`config.mk`:
```
export PLATFORM = sky130hd
export DESIGN_NAME = rs_issue_queue_flat
export DESIGN_NICKNAME = d
export VERILOG_FILES = /design/src/rtl/rs_issue_queue_if.sv /design/src/rtl/rs_issue_queue.sv /design/src/flat_wrapper.sv
export SDC_FILE = /design/constraint.sdc
export NUM_CORES = 1
export LEC_CHECK = 0
export CAP_MARGIN = 25
export CELL_PAD_IN_SITES_DETAIL_PLACEMENT = 1
export CELL_PAD_IN_SITES_GLOBAL_PLACEMENT = 2
export CORE_ASPECT_RATIO = 1.4
export CORE_MARGIN = 5
export CORE_UTILIZATION = 37
export CTS_CLUSTER_DIAMETER = 40
export DETAILED_ROUTE_END_ITERATION = 16
export HOLD_SLACK_MARGIN = 0.05
export PLACE_DENSITY = 0.88
export SLEW_MARGIN = 20
export SYNTH_ARGS = -nofsm -noshare
export SYNTH_HDL_FRONTEND = slang
export SYNTH_SLANG_ARGS = --single-unit
```
`constraint.sdc`:
```
create_clock -name clk -period 5 [get_ports clk]
set_input_delay 1 -clock clk [delete_from_list [all_inputs] [get_ports clk]]
set_output_delay 1 -clock clk [all_outputs]
set_load 0.02 [all_outputs]
```
`src/rtl/rs_issue_queue_if.sv`:
```
// Bundle of the allocation, CDB snoop and dispatch signals around one
// reservation-station issue queue. master = allocation/CDB/FU side,
// slave = the queue itself.
interface rs_issue_queue_if #(
    parameter int DEPTH  = 4,
    parameter int TAG_W  = 3,
    parameter int DATA_W = 16,
    parameter int FUNC_W = 4
);
    localparam int OCC_W = $clog2(DEPTH + 1);

    logic              flush;

    logic              alloc_valid;
    logic              alloc_ready;
    logic [FUNC_W-1:0] alloc_func;
    logic              alloc_j_rdy;
    logic [DATA_W-1:0] alloc_vj;
    logic [TAG_W-1:0]  alloc_qj;
    logic              alloc_k_rdy;
    logic [DATA_W-1:0] alloc_vk;
    logic [TAG_W-1:0]  alloc_qk;
    logic [TAG_W-1:0]  alloc_rob;

    logic              cdb_valid;
    logic [TAG_W-1:0]  cdb_tag;
    logic [DATA_W-1:0] cdb_data;

    logic              iss_valid;
    logic              iss_ready;
    logic [FUNC_W-1:0] iss_func;
    logic [DATA_W-1:0] iss_a;
    logic [DATA_W-1:0] iss_b;
    logic [TAG_W-1:0]  iss_rob;

    logic [OCC_W-1:0]  occupancy;

    modport master (
        output flush,
        output alloc_valid, alloc_func, alloc_j_rdy, alloc_vj, alloc_qj,
        output alloc_k_rdy, alloc_vk, alloc_qk, alloc_rob,
        output cdb_valid, cdb_tag, cdb_data,
        output iss_ready,
        input  alloc_ready,
        input  iss_valid, iss_func, iss_a, iss_b, iss_rob,
        input  occupancy
    );

    modport slave (
        input  flush,
        input  alloc_valid, alloc_func, alloc_j_rdy, alloc_vj, alloc_qj,
        input  alloc_k_rdy, alloc_vk, alloc_qk, alloc_rob,
        input  cdb_valid, cdb_tag, cdb_data,
        input  iss_ready,
        output alloc_ready,
        output iss_valid, iss_func, iss_a, iss_b, iss_rob,
        output occupancy
    );
endinterface

```
`src/rtl/rs_issue_queue.sv`:
```
// Reservation-station issue queue: age-ordered compacting entry array
// (slot 0 oldest), CDB operand snooping with allocation bypass, and
// dispatch of the oldest fully-ready entry with a stable held offer.
module rs_issue_queue #(
    parameter int DEPTH  = 4,
    parameter int TAG_W  = 3,
    parameter int DATA_W = 16,
    parameter int FUNC_W = 4
) (
    input  logic                clk,
    input  logic                rst_n,
    rs_issue_queue_if.slave     q_if
);
    localparam int OCC_W = $clog2(DEPTH + 1);
    localparam int IDX_W = $clog2(DEPTH);

    typedef struct packed {
        logic [FUNC_W-1:0] func;
        logic              j_rdy;
        logic [DATA_W-1:0] vj;
        logic [TAG_W-1:0]  qj;
        logic              k_rdy;
        logic [DATA_W-1:0] vk;
        logic [TAG_W-1:0]  qk;
        logic [TAG_W-1:0]  rob;
    } entry_t;

    entry_t            ent_q [DEPTH];
    entry_t            ent_d [DEPTH];
    entry_t            upper [DEPTH];
    logic [OCC_W-1:0]  occ_q;
    logic [OCC_W-1:0]  occ_d;
    logic              lock_q;
    logic              lock_d;
    logic [IDX_W-1:0]  lock_idx_q;
    logic [IDX_W-1:0]  lock_idx_d;

    logic [DEPTH-1:0]  rdy_vec;
    logic              pick_found;
    logic [IDX_W-1:0]  pick_idx;
    logic              sel_valid;
    logic [IDX_W-1:0]  sel_idx;
    entry_t            sel_ent;
    logic              xfer;
    logic              accept;
    logic [OCC_W-1:0]  wslot;
    entry_t            alloc_ent;

    // Per-slot eligibility; only slots below occupancy hold live entries.
    // Shift source for each slot is its younger neighbour (top slot has none).
    for (genvar gi = 0; gi < DEPTH; gi++) begin : g_slot_info
        assign rdy_vec[gi] = (OCC_W'(gi) < occ_q) && ent_q[gi].j_rdy && ent_q[gi].k_rdy;
        if (gi < DEPTH - 1) begin : g_up
            assign upper[gi] = ent_q[gi+1];
        end else begin : g_top
            assign upper[gi] = ent_q[gi];
        end
    end

    // Oldest-ready priority pick over registered state.
    always_comb begin
        pick_found = 1'b0;
        pick_idx   = '0;
        for (int i = DEPTH - 1; i >= 0; i--) begin
            if (rdy_vec[i]) begin
                pick_found = 1'b1;
                pick_idx   = IDX_W'(i);
            end
        end
    end

    // A held offer stays pinned to its slot so nothing can displace it.
    assign sel_valid = lock_q | pick_found;
    assign sel_idx   = lock_q ? lock_idx_q : pick_idx;
    assign sel_ent   = ent_q[sel_idx];

    assign xfer   = sel_valid & q_if.iss_ready;
    assign accept = q_if.alloc_valid & q_if.alloc_ready;
    assign wslot  = occ_q - (xfer ? OCC_W'(1) : OCC_W'(0));

    assign q_if.alloc_ready = (occ_q < OCC_W'(DEPTH));
    assign q_if.iss_valid   = sel_valid;
    assign q_if.iss_func    = sel_valid ? sel_ent.func : '0;
    assign q_if.iss_a       = sel_valid ? sel_ent.vj   : '0;
    assign q_if.iss_b       = sel_valid ? sel_ent.vk   : '0;
    assign q_if.iss_rob     = sel_valid ? sel_ent.rob  : '0;
    assign q_if.occupancy   = occ_q;

    // New entry, with operands picked straight off the CDB when it matches.
    always_comb begin
        alloc_ent.func  = q_if.alloc_func;
        alloc_ent.j_rdy = q_if.alloc_j_rdy;
        alloc_ent.vj    = q_if.alloc_vj;
        alloc_ent.qj    = q_if.alloc_qj;
        alloc_ent.k_rdy = q_if.alloc_k_rdy;
        alloc_ent.vk    = q_if.alloc_vk;
        alloc_ent.qk    = q_if.alloc_qk;
        alloc_ent.rob   = q_if.alloc_rob;
        if (q_if.cdb_valid && !q_if.alloc_j_rdy && (q_if.alloc_qj == q_if.cdb_tag)) begin
            alloc_ent.j_rdy = 1'b1;
            alloc_ent.vj    = q_if.cdb_data;
        end
        if (q_if.cdb_valid && !q_if.alloc_k_rdy && (q_if.alloc_qk == q_if.cdb_tag)) begin
            alloc_ent.k_rdy = 1'b1;
            alloc_ent.vk    = q_if.cdb_data;
        end
    end

    // Per-slot next state: compact past the removed entry, snoop the CDB at
    // the post-shift position, then drop in the new allocation.
    for (genvar gi = 0; gi < DEPTH; gi++) begin : g_slot_next
        entry_t nxt_ent;
        always_comb begin
            nxt_ent = (xfer && (IDX_W'(gi) >= sel_idx)) ? upper[gi] : ent_q[gi];
            if (q_if.cdb_valid && !nxt_ent.j_rdy && (nxt_ent.qj == q_if.cdb_tag)) begin
                nxt_ent.j_rdy = 1'b1;
                nxt_ent.vj    = q_if.cdb_data;
            end
            if (q_if.cdb_valid && !nxt_ent.k_rdy && (nxt_ent.qk == q_if.cdb_tag)) begin
                nxt_ent.k_rdy = 1'b1;
                nxt_ent.vk    = q_if.cdb_data;
            end
            if (accept && (wslot == OCC_W'(gi))) begin
                nxt_ent = alloc_ent;
            end
        end
        assign ent_d[gi] = nxt_ent;
    end

    // Occupancy and held-offer bookkeeping.
    always_comb begin
        occ_d      = occ_q + (accept ? OCC_W'(1) : OCC_W'(0)) - (xfer ? OCC_W'(1) : OCC_W'(0));
        lock_d     = sel_valid & ~q_if.iss_ready;
        lock_idx_d = sel_idx;
    end

    // State registers; flush empties the queue and beats every other update.
    always_ff @(posedge clk or negedge rst_n) begin
        if (!rst_n) begin
            occ_q      <= '0;
            lock_q     <= 1'b0;
            lock_idx_q <= '0;
            for (int i = 0; i < DEPTH; i++) begin
                ent_q[i] <= '0;
            end
        end else if (q_if.flush) begin
            occ_q      <= '0;
            lock_q     <= 1'b0;
            lock_idx_q <= '0;
        end else begin
            occ_q      <= occ_d;
            lock_q     <= lock_d;
            lock_idx_q <= lock_idx_d;
            for (int i = 0; i < DEPTH; i++) begin
                ent_q[i] <= ent_d[i];
            end
        end
    end
endmodule
```
`src/flat_wrapper.sv`:
```
// flat-port wrapper written by rule: the top's interface ports become plain ports
module rs_issue_queue_flat 
#(
    parameter int DEPTH  = 4,
    parameter int TAG_W  = 3,
    parameter int DATA_W = 16,
    parameter int FUNC_W = 4
)
  (clk, rst_n, q_if_flush, q_if_alloc_valid, q_if_alloc_func, q_if_alloc_j_rdy, q_if_alloc_vj, q_if_alloc_qj, q_if_alloc_k_rdy, q_if_alloc_vk, q_if_alloc_qk, q_if_alloc_rob, q_if_cdb_valid, q_if_cdb_tag, q_if_cdb_data, q_if_iss_ready, q_if_alloc_ready, q_if_iss_valid, q_if_iss_func, q_if_iss_a, q_if_iss_b, q_if_iss_rob, q_if_occupancy);
  rs_issue_queue_if #(.DEPTH(DEPTH), .TAG_W(TAG_W), .DATA_W(DATA_W), .FUNC_W(FUNC_W)) q_if_i ();
  input  logic clk;
  input  logic rst_n;
  input wire logic [$bits(q_if_i.flush)-1:0] q_if_flush;
  input wire logic [$bits(q_if_i.alloc_valid)-1:0] q_if_alloc_valid;
  input wire logic [$bits(q_if_i.alloc_func)-1:0] q_if_alloc_func;
  input wire logic [$bits(q_if_i.alloc_j_rdy)-1:0] q_if_alloc_j_rdy;
  input wire logic [$bits(q_if_i.alloc_vj)-1:0] q_if_alloc_vj;
  input wire logic [$bits(q_if_i.alloc_qj)-1:0] q_if_alloc_qj;
  input wire logic [$bits(q_if_i.alloc_k_rdy)-1:0] q_if_alloc_k_rdy;
  input wire logic [$bits(q_if_i.alloc_vk)-1:0] q_if_alloc_vk;
  input wire logic [$bits(q_if_i.alloc_qk)-1:0] q_if_alloc_qk;
  input wire logic [$bits(q_if_i.alloc_rob)-1:0] q_if_alloc_rob;
  input wire logic [$bits(q_if_i.cdb_valid)-1:0] q_if_cdb_valid;
  input wire logic [$bits(q_if_i.cdb_tag)-1:0] q_if_cdb_tag;
  input wire logic [$bits(q_if_i.cdb_data)-1:0] q_if_cdb_data;
  input wire logic [$bits(q_if_i.iss_ready)-1:0] q_if_iss_ready;
  output wire logic [$bits(q_if_i.alloc_ready)-1:0] q_if_alloc_ready;
  output wire logic [$bits(q_if_i.iss_valid)-1:0] q_if_iss_valid;
  output wire logic [$bits(q_if_i.iss_func)-1:0] q_if_iss_func;
  output wire logic [$bits(q_if_i.iss_a)-1:0] q_if_iss_a;
  output wire logic [$bits(q_if_i.iss_b)-1:0] q_if_iss_b;
  output wire logic [$bits(q_if_i.iss_rob)-1:0] q_if_iss_rob;
  output wire logic [$bits(q_if_i.occupancy)-1:0] q_if_occupancy;
  assign q_if_i.flush = q_if_flush;
  assign q_if_i.alloc_valid = q_if_alloc_valid;
  assign q_if_i.alloc_func = q_if_alloc_func;
  assign q_if_i.alloc_j_rdy = q_if_alloc_j_rdy;
  assign q_if_i.alloc_vj = q_if_alloc_vj;
  assign q_if_i.alloc_qj = q_if_alloc_qj;
  assign q_if_i.alloc_k_rdy = q_if_alloc_k_rdy;
  assign q_if_i.alloc_vk = q_if_alloc_vk;
  assign q_if_i.alloc_qk = q_if_alloc_qk;
  assign q_if_i.alloc_rob = q_if_alloc_rob;
  assign q_if_i.cdb_valid = q_if_cdb_valid;
  assign q_if_i.cdb_tag = q_if_cdb_tag;
  assign q_if_i.cdb_data = q_if_cdb_data;
  assign q_if_i.iss_ready = q_if_iss_ready;
  assign q_if_alloc_ready = q_if_i.alloc_ready;
  assign q_if_iss_valid = q_if_i.iss_valid;
  assign q_if_iss_func = q_if_i.iss_func;
  assign q_if_iss_a = q_if_i.iss_a;
  assign q_if_iss_b = q_if_i.iss_b;
  assign q_if_iss_rob = q_if_i.iss_rob;
  assign q_if_occupancy = q_if_i.occupancy;
  rs_issue_queue #(.DEPTH(DEPTH), .TAG_W(TAG_W), .DATA_W(DATA_W), .FUNC_W(FUNC_W)) u_core (.clk(clk), .rst_n(rst_n), .q_if(q_if_i));
endmodule
```
After elaboration in Yosys (flattened, before gate mapping)

Index checks and enable logic that the tools add are counted.

Bits in registers: 194
Input bits: 72
Output and inout port bits: 44
Word-level logic and storage cells: 174

$add $sub $neg: 3
Order comparisons: 9
Equality and inequality tests: 13
Multiplexer cells: 38
Bitwise operators: 7
Reduce and logical (&&, ||, !) cells: 69

Operator list:

| kind               | number |
|---|---|
| $mux 47            | 8 |
| $mux 17            | 10 |
| $bmux 47 s2        | 1 |
| $mux 43            | 1 |
| $logic_and 1x1->1  | 35 |
| $mux 16            | 2 |
| $eq 3x3->1         | 10 |
| $reduce_and 2->1   | 12 |
| $reduce_bool 3->1  | 6 |
| $mux 2             | 6 |
| $logic_not 1->1    | 10 |
| $reduce_bool 2->1  | 5 |
| $mux 1             | 7 |
| $eq 3x2->1 const B | 2 |
| $lt 1x3->1 const A | 2 |
| $lt 2x3->1 const A | 2 |
| $mux 3             | 2 |
| $sub 3x3->3        | 2 |
| $ge 1x2->1 const A | 2 |
| $mux 4             | 1 |
| $add 3x3->3        | 1 |
| $and 1x1->1        | 3 |
| $eq 3x1->1 const B | 1 |
| $ge 3x3->1 const B | 1 |
| other kinds (6)    | 7 |

Depth between registers and ports, before layout

Gate-level depths: netlist of the first run.

Depth after elaboration: 16
Mapped depth: 17
Mapped depth without buffers: 15

Least setup slack after synthesis of the first run

OpenSTA, ideal clock, no wires.

Path type: reg-to-output
From: register u_core.occ_q[2], in the netlist u_core.q_if.occupancy[2]
To: output port q_if_iss_a[0]
Arrival time: 3.129 ns
Required time: 4.000 ns
Path slack: 0.871 ns
Cell stages (with the launch flop): 11
Path buffers: 3
Cell sequence: dfrtp_1 -> inv_1 -> ha_1 -> nand3b_1 -> o21bai_1 -> a21o_1 -> buf_4 -> buf_1 -> buf_2 -> mux4_2 -> and2_1

Cells in the longest elaborated chain, start to end: 13
Elaborated cells between the ends (all ways): 27
Those cells by class: order compare (4); mux (13); bitwise (2); reduce/logical (8)

RTL lines:

| item                                       | RTL line              | source |
|---|---|---|
| start, declared                            | rs_issue_queue.sv:31  | `logic [OCC_W-1:0] occ_q;` |
| start signal, assigned                     | rs_issue_queue.sv:140 | `occ_q <= '0;` |
| start signal, assigned                     | rs_issue_queue.sv:147 | `occ_q <= '0;` |
| start signal, assigned                     | rs_issue_queue.sv:151 | `occ_q <= occ_d;` |
| $lt 2x3->1                                 | rs_issue_queue.sv:52  | `assign rdy_vec[gi] = (OCC_W'(gi) < occ_q) && ent_q[gi].j_rdy && ent_q[gi].k_rdy;` |
| $logic_and 1x1->1 (2 in a row)             | rs_issue_queue.sv:52  |  |
| $mux 2 (4 in a row)                        | rs_issue_queue.sv:65  | `if (rdy_vec[i]) begin` |
| $mux 2                                     | rs_issue_queue.sv:74  | `assign sel_idx = lock_q ? lock_idx_q : pick_idx;` |
| $not 2->3 (not written as such)            | rs_issue_queue.sv:75  | `assign sel_ent = ent_q[sel_idx];` |
| $bmux 47 s2                                | rs_issue_queue.sv:75  |  |
| $mux 47 (not written as such) (2 in a row) | rs_issue_queue.sv:75  |  |
| $mux 16 *                                  | rs_issue_queue.sv:84  | `assign q_if.iss_a = sel_valid ? sel_ent.vj : '0;` |
| end, declared                              | flat_wrapper.sv:30    | `output wire logic [$bits(q_if_i.iss_a)-1:0] q_if_iss_a;` |

Mark *: on every way between the ends. The rest lies on a longest branch, timed or not. The select of a mux whose other input is x is not followed.

Worst setup path in the final report of the first run

From: register u_core.occ_q[1], in the netlist u_core.q_if.occupancy[1]
To: output port q_if_iss_b[15]

Cells in the longest elaborated chain, start to end: 13
Elaborated cells between the ends (all ways): 27
Those cells by class: order compare (4); mux (13); bitwise (2); reduce/logical (8)

RTL lines:

| item                                       | RTL line             | source |
|---|---|---|
| $lt 2x3->1                                 | rs_issue_queue.sv:52 |  |
| $logic_and 1x1->1 (2 in a row)             | rs_issue_queue.sv:52 |  |
| $mux 2 (4 in a row)                        | rs_issue_queue.sv:65 |  |
| $mux 2                                     | rs_issue_queue.sv:74 |  |
| $not 2->3 (not written as such)            | rs_issue_queue.sv:75 |  |
| $bmux 47 s2                                | rs_issue_queue.sv:75 |  |
| $mux 47 (not written as such) (2 in a row) | rs_issue_queue.sv:75 |  |
| $mux 16 *                                  | rs_issue_queue.sv:85 | `assign q_if.iss_b = sel_valid ? sel_ent.vk : '0;` |
| end, declared                              | flat_wrapper.sv:31   | `output wire logic [$bits(q_if_i.iss_b)-1:0] q_if_iss_b;` |

Marked as above.

==> out/results.tsv, run 1 <==
stage	metric	value	unit
critical_path	largest stage delay on the critical path	0.72	ns
sta	clk_skew	0.0148	ns
logic_synthesis	top cells by area, synth	dfrtp_1 (38%), mux4_2 (7.0%), nand2_1 (4.0%)	
final_layout	Layout fillers	3838	
clock_network	# Post-CTS Setup Buffers	0	
detailed_routing	DR WL/cell	25.5	microns
final_layout	layout cells sized above 1	0.145	
grt	first-pass GRT wire length	75000	microns
final_layout	P&R area growth vs syn	17.9	%
floorplanning	top-level I/O count	116	
grt	pin count of the biggest net entering global routing	92	
logic_synthesis	EDFF count, synth	0	
final_layout	Layout Nets	1492	
critical_path	delay-heaviest family, CP	compound AO/OA/AOI/OAI gates	
clock_network	CTS tree	yes	
sta	final hold vios	0	
final_layout	Layout Cells excl Fill	1877	
clock_network	CTS max path bufs	2	
min_path	Min-Delay Path Depth	2	
flow_run	max cap viols	0	
grt	GRT Total Usage	0.251	
floorplanning	die height	229	microns
detailed_routing	via count	11500	
critical_path	highest-delay cell along the critical path	a21oi_2	
sta	Final setup viols	0	
detailed_routing	DRC violations left	0	
logic_synthesis	cell taking the most area after synthesis	dfrtp_1	
power	power density cells	628	nW/um^2
critical_path	CP Depth	8	
critical_path	startpoint types	register	
power	Max rail drop VDD	0.305	mV
power	Clock Power Share	0.164	
logic_synthesis	Mean Syn Cell Area	9.33	sq um
detailed_routing	1st-iter DRT viols	793	
critical_path	CP required	4.00	ns
critical_path	r2r setup slk	0.65	ns
sta	actual slew at the worst max-slew pin	0.902	ns
clock_network	Num CTS Buffers	17	
detailed_routing	antenna-violating nets left	0	
min_path	hold path startpoint	u_core.ent_q[165]	
critical_path	reg-to-reg startpoint	u_core.q_if.occupancy[1]	
critical_path	CP Cell Sequence	inv_1 > ha_1 > nand3b_1 > o21bai_1 > a21oi_2 > mux4_2 > and2_1 > clkdlybuf4s50_1	
detailed_routing	drt first pass iters	5	
logic_synthesis	synth unique cells	63	
sta	slew margin rel.	0.399	
clock_network	CTS root buffer	clkbuf_16	
floorplanning	core area	33900	sq um
grt	routing usage on met3	0.0384	
grt	GR Layer Usage met2	0.440	
critical_path	crit path buf inv count	2	
grt	vias in the first global route	12600	
power	LEAKAGE	6.04	nW
floorplanning	row cnt	80	
logic_synthesis	Seq/Total Area, Yosys	0.385	
critical_path	Worst R2R Path Depth	14	
logic_synthesis	Synth top cells by count	dfrtp_1 (194), nand2_1 (135), nor2_1 (108)	
critical_path	Worst Path Arrival	3.66	ns
logic_synthesis	top-area cell type share of the netlist area	0.385	
sta	f_max	0.215	GHz
clock_network	H-tree Lvls	4	
power	combinational fraction of design power	0.533	
min_path	Hold Crit Class	reg -> reg	
clock_network	clk sinks	194	
sta	Setup TNS Final	0	ns
sta	fin. max-slew vios	0	
power	sw power	4.12	mW
detailed_routing	DRT Wirelength	47900	microns
power	internal power	5.23	mW
clock_network	Clock Latency Late Sink	0.45	ns
grt	GR Util met1	0.295	
floorplanning	Die ar.	38000	sq um
logic_synthesis	FFs w/ async S/R, synth	1.00	
logic_synthesis	cell area after synthesis	12600	sq um
power	Power, Total	9.35	mW
placement	placed cell count	1845	
placement	dpl hpwl	31500	microns
grt	busiest grt layer	met2	
clock_network	Worst-path clk slew	0.07	ns
critical_path	Worst Path Max Fanout	7	
detailed_routing	Via density	6.15	
critical_path	crit path from	u_core.q_if.occupancy[1]	
logic_synthesis	Synth Net Count	1432	
clock_network	Hold Buf Count CTS	0	
sta	RSZ-0062 raised after global routing	false	
grt	initial antenna violation count	1	
logic_synthesis	Synth Flop Type	dfrtp_1	
critical_path	Setup Crit Path Kind	reg -> out	
logic_synthesis	Syn. warnings	0	
grt	gr ovfl total	0	
logic_synthesis	most common cell in the netlist	dfrtp_1	
logic_synthesis	Post-Synthesis Cells	1353	
power	Sw Share	0.441	
power	Seq pwr share	0.303	
floorplanning	Initial Util	0.372	
clock_network	post-cts repair resize count	0	
logic_synthesis	Seq cells post-synth	194	
critical_path	Crit. End Element	primary output	
sta	Tcrit/Tclk final	0.932	
placement	IO Port Bufs	115	
sta	Tmin final	4.66	ns
placement	GPL Wtd Cong	0.856	
floorplanning	die width	166	microns
status	status	finished, final reports clean	
[sequential cells by signal, summed over array words and instances (netlist names)]
register and flops:
u_core.lock_q 1, u_core.lock_idx_q 2, u_core.q_if.occupancy 3, u_core.ent_q 188
[area by class of cell]
type | count | area (sq um) | area share
Inverter | 31 | 116 | 0.00782
Timing Repair Buffer | 159 | 1510 | 0.101
Antenna cell | 1 | 2.50 | 0.000168
Multi-Input combinational cell | 1010 | 7210 | 0.484
Sequential cell | 194 | 4850 | 0.326
Tap cell | 451 | 564 | 0.0379
Clock buffer | 18 | 439 | 0.0295
Clock inverter | 13 | 198 | 0.0133
[logic make-up after synthesis]
kind of cell             share of synthesized area
AND/OR/NAND/NOR                              0.165
AO/OA/AOI/OAI                                0.224
flip-flops                                   0.385
buffers and inverters                       0.0485
multiplexers                                 0.153
XOR/XNOR                                    0.0180
adder cells (fa/ha/maj)                    0.00753
[path summary, 6_finish.rpt]
path                                endpoint
setup / recovery              q_if_iss_b[15]
hold / removal             u_core.ent_q[165]
setup reg to reg           u_core.ent_q[148]
hold reg to reg            u_core.ent_q[165]
max in group asynchronous  u_core.ent_q[165]
min in group asynchronous  u_core.ent_q[163]
[through the flow]
stage                     setup WS, ns  hold WS [ns]   util  area [sq um]
final                            0.342         0.487  0.439         14900
after global routing             0.196         0.523  0.439         14900
after CTS                        0.332         0.494  0.439         14900
after detailed placement         0.302         0.478  0.420         14200
after global placement           0.483         0.465  0.420         14200
after floorplan                  0.871         0.445      -         12600
[cell usage in the layout (no fill, tap or decap), types with 5 or more instances in the layout]
| cell | n |
|---|---|
| a211oi_1 | 33 |
| a21o_1 | 38 |
| a21oi_1 | 75 |
| a22oi_1 | 40 |
| a2bb2oi_1 | 15 |
| a311oi_1 | 36 |
| and2_1 | 72 |
| buf_4 | 43 |
| clkbuf_16 | 17 |
| clkdlybuf4s50_1 | 113 |
| dfrtp_1 | 194 |
| ha_1 | 6 |
| inv_1 | 31 |
| mux2_2 | 44 |
| mux2_4 | 18 |
| mux2i_1 | 29 |
| mux4_2 | 39 |
| nand2_1 | 135 |
| nand2b_1 | 9 |
| nand3_1 | 5 |
| nor2_1 | 107 |
| nor2b_1 | 10 |
| nor3_1 | 49 |
| o21ai_0 | 74 |
| o21ai_1 | 21 |
| o311ai_0 | 15 |
| o31ai_1 | 27 |
| o31ai_2 | 7 |
| or3_1 | 18 |
| xnor2_1 | 20 |
| xor2_1 | 6 |
[power by group through the flow]
stage	Clock, mW	Combinational, mW	Sequential [mW]
after global routing	1.61	5.38	2.90
after global placement	0	4.82	2.81
final	1.53	4.98	2.84
after CTS	1.55	5.01	2.82
after detailed placement	0	4.98	2.84
after floorplan	0	3.30	2.62
[tightest hold or removal path: cells and delay by family, from the launching register on]
family	cells	cell delay [ns]
flops	1	0.35
compound gates	1	0.06
simple gates	1	0.05
[routing by layer]
metal,routed length [microns],part of all wire
met5,0,0
met2,24400,0.51
met1,18800,0.39
met3,2170,0.045
met4,2600,0.054
(Power assumes the default switching activity.)
==> run 2, diff against run 1 <==
Settings changed: SKIP_CTS_REPAIR_TIMING set to 1.
==> results of run 2 <==
Final layout, timing and power as in run 1 (identical DEF).
==> run 3, diff against run 2 <==
--- a/config.mk
+++ b/config.mk
@@ -6,5 +6,4 @@
 export NUM_CORES = 1
 export LEC_CHECK = 0
-export CAP_MARGIN = 25
 export CELL_PAD_IN_SITES_DETAIL_PLACEMENT = 1
 export CELL_PAD_IN_SITES_GLOBAL_PLACEMENT = 2
==> constraint.sdc (replaced) <==
create_clock -name clk -period 5 [get_ports clk]
set_input_delay 0.75 -clock clk [delete_from_list [all_inputs] [get_ports clk]]
set_output_delay 0.75 -clock clk [all_outputs]
set_load 0.02 [all_outputs]
==> run 3 against run 2 <==
  * Global-route usage is 0.17 points lower
  * Routed wire length hardly changed
  * Critical path depth is 1 higher
  * Cell count stayed put
  * Flip-flop and latch count stayed put
  * Sequential power hardly changed
  * Utilization is 0.15 points higher
  * Fmax is 1.1% lower
  * Final area is 0.34% higher
  * Hold slack worse by 0.15 ns
  * Critical endpoint is now q_if_iss_b[11]
  * Largest power group unchanged
  * Highest routed layer unchanged
==> out/results.tsv, run 3 (same netlist as run 1, synthesis figures left out) <==
stage	metric	value	unit	change
final_layout	P&R area growth vs syn	18.3	%	
final_layout	Layout Nets	1491		-0.067%
detailed_routing	DRC violations left	0		unchanged
sta	Setup TNS Final	0	ns	unchanged
sta	Final setup viols	0		unchanged
sta	final hold vios	0		unchanged
clock_network	Num CTS Buffers	17		unchanged
sta	slew margin rel.	0.423		+0.0238
critical_path	Worst Path Max Fanout	15		+8
detailed_routing	DR WL/cell	25.6	microns	about the same
clock_network	clk sinks	194		unchanged
detailed_routing	DRT Wirelength	48000	microns	about the same
floorplanning	top-level I/O count	116		unchanged
detailed_routing	antenna-violating nets left	0		unchanged
flow_run	max cap viols	0		unchanged
final_layout	layout cells sized above 1	0.145		unchanged
power	Power, Total	9.43	mW	+0.90%
floorplanning	Die ar.	38000	sq um	unchanged
floorplanning	die width	166	microns	unchanged
detailed_routing	via count	11600		+0.81%
grt	gr ovfl total	0		unchanged
detailed_routing	1st-iter DRT viols	829		+4.5%
critical_path	startpoint types	register		
sta	Tmin final	4.71	ns	+0.0505 ns
sta	RSZ-0062 raised after global routing	false		
final_layout	commonest non-fill, non-tap cell in the layout	dfrtp_1		
floorplanning	die height	229	microns	unchanged
clock_network	Clock Latency Late Sink	0.46	ns	about the same
clock_network	Worst-path clk slew	0.08	ns	about the same
critical_path	Crit. End Element	primary output		
grt	pin count of the biggest net entering global routing	115		+25%
final_layout	Largest Register	u_core.ent_q		
sta	clk_skew	0.00948	ns	-0.00530 ns
critical_path	Worst Path Arrival	3.96	ns	+0.30 ns
critical_path	Worst R2R Path Depth	15		+1
critical_path	CP required	4.25	ns	+0.25 ns
detailed_routing	drt first pass iters	5		unchanged
sta	hold slack	0.337	ns	-0.150 ns
floorplanning	row cnt	80		unchanged
grt	GRT Total Usage	0.249		-0.00166
power	power density cells	631	nW/um^2	+0.55%
sta	actual slew at the worst max-slew pin	0.866	ns	-0.0357 ns
final_layout	max reg flops	188		unchanged
grt	initial antenna violation count	1		unchanged
clock_network	CTS max path bufs	2		unchanged
sta	Tcrit/Tclk final	0.942		+0.0101
power	LEAKAGE	6.07	nW	+0.45%
clock_network	H-tree Lvls	4		unchanged
placement	GPL Wtd Cong	0.825		-3.7%
status	status	finished, final reports clean		
placement	IO Port Bufs	115		unchanged
placement	dpl hpwl	31600	microns	+0.24%
detailed_routing	Via density	6.20		+0.81%
sta	f_max	0.212	GHz	-1.1%
final_layout	commonest non-fill, non-tap cells in the layout	dfrtp_1 (194), nand2_1 (135), clkdlybuf4s50_1 (113)		
floorplanning	core area	33900	sq um	unchanged
grt	vias in the first global route	12400		-1.7%
grt	first-pass GRT wire length	74400	microns	-0.86%
critical_path	Setup Crit Path Kind	reg -> out		
sta	fin. max-slew vios	0		unchanged
floorplanning	Initial Util	0.372		unchanged
min_path	Hold Crit Class	in -> async		
power	Max rail drop VDD	0.291	mV	-4.5%
clock_network	CTS root buffer	clkbuf_16		
clock_network	CTS tree	yes		
final_layout	post-layout util	0.440		+0.00151
==> run 3: changes by cell type in the layout (fill, tap and decap cells not counted), sizes merged <==
| cell | before | now |
|---|---|---|
| bufinv | 4 | 5 |
| clkbuf | 19 | 25 |
| clkinv | 1 | 2 |
| buf | 45 | 44 |
| inv | 37 | 32 |
| clkinvlp | 2 | 0 |
==> run 3: metal layers <==
| layer | part of all wire | global-route usage | up-vias |
|---|---|---|---|
| met5 | 0 | 0 | - |
| met4 | 0.055 | 0.132 | 0 |
| met3 | 0.043 | 0.0339 | 116 |
| met2 | 0.51 | 0.437 | 374 |
| met1 | 0.39 | 0.296 | 6074 |
| li1 | - | - | 5069 |
==> run 3: metrics by stage <==
| step | setup WS (ns) | cells | instance area, sq um |
|---|---|---|---|
| floorplan | 1.12 | 1353 | 12600 |
| global placement | 0.477 | 1844 | 14300 |
| detailed placement | 0.379 | 1844 | 14300 |
| CTS | 0.283 | 1876 | 14900 |
| global route | 0.133 | 1876 | 14900 |
| finish | 0.292 | 1877 | 14900 |
==> run 3: area by class of cell <==
type / count / area (sq um)
Fill cell: 3843 / 19000
Multi-Input combinational cell: 1010 / 7210
Sequential cell: 194 / 4850
Timing Repair Buffer: 158 / 1510
Tap cell: 451 / 564
Clock buffer: 24 / 512
Clock inverter: 8 / 169
Inverter: 31 / 116
Antenna cell: 1 / 2.50
==> run 3: report_power, final <==
part	switching, mW	internal [mW]
logic	2.86	2.12
registers	0.590	2.25
clock network	0.650	0.970
total	4.10	5.33
==> run 3: path summary, 6_finish.rpt <==
check                                         start           endpoint  slack [ns]
max                        u_core.q_if.occupancy[1]     q_if_iss_b[11]        0.29
min                                           rst_n   u_core.ent_q[69]        0.34
max reg2reg                u_core.q_if.occupancy[1]  u_core.ent_q[147]        0.61
min reg2reg                       u_core.ent_q[184]  u_core.ent_q[184]        0.48
max in group asynchronous                     rst_n   u_core.ent_q[37]        3.52
min in group clk                  u_core.ent_q[184]  u_core.ent_q[184]        0.48
==> run 3: critical path, cell delays in order, from the launching register on <==
cell and delay (ns):
dfrtp_1 0.42, inv_1 0.11, ha_1 0.27, nand3b_1 0.23, o21bai_1 0.27, a21o_2 0.59, buf_4 0.35, mux4_2 0.55
and2_1 0.17, clkdlybuf4s50_1 0.53
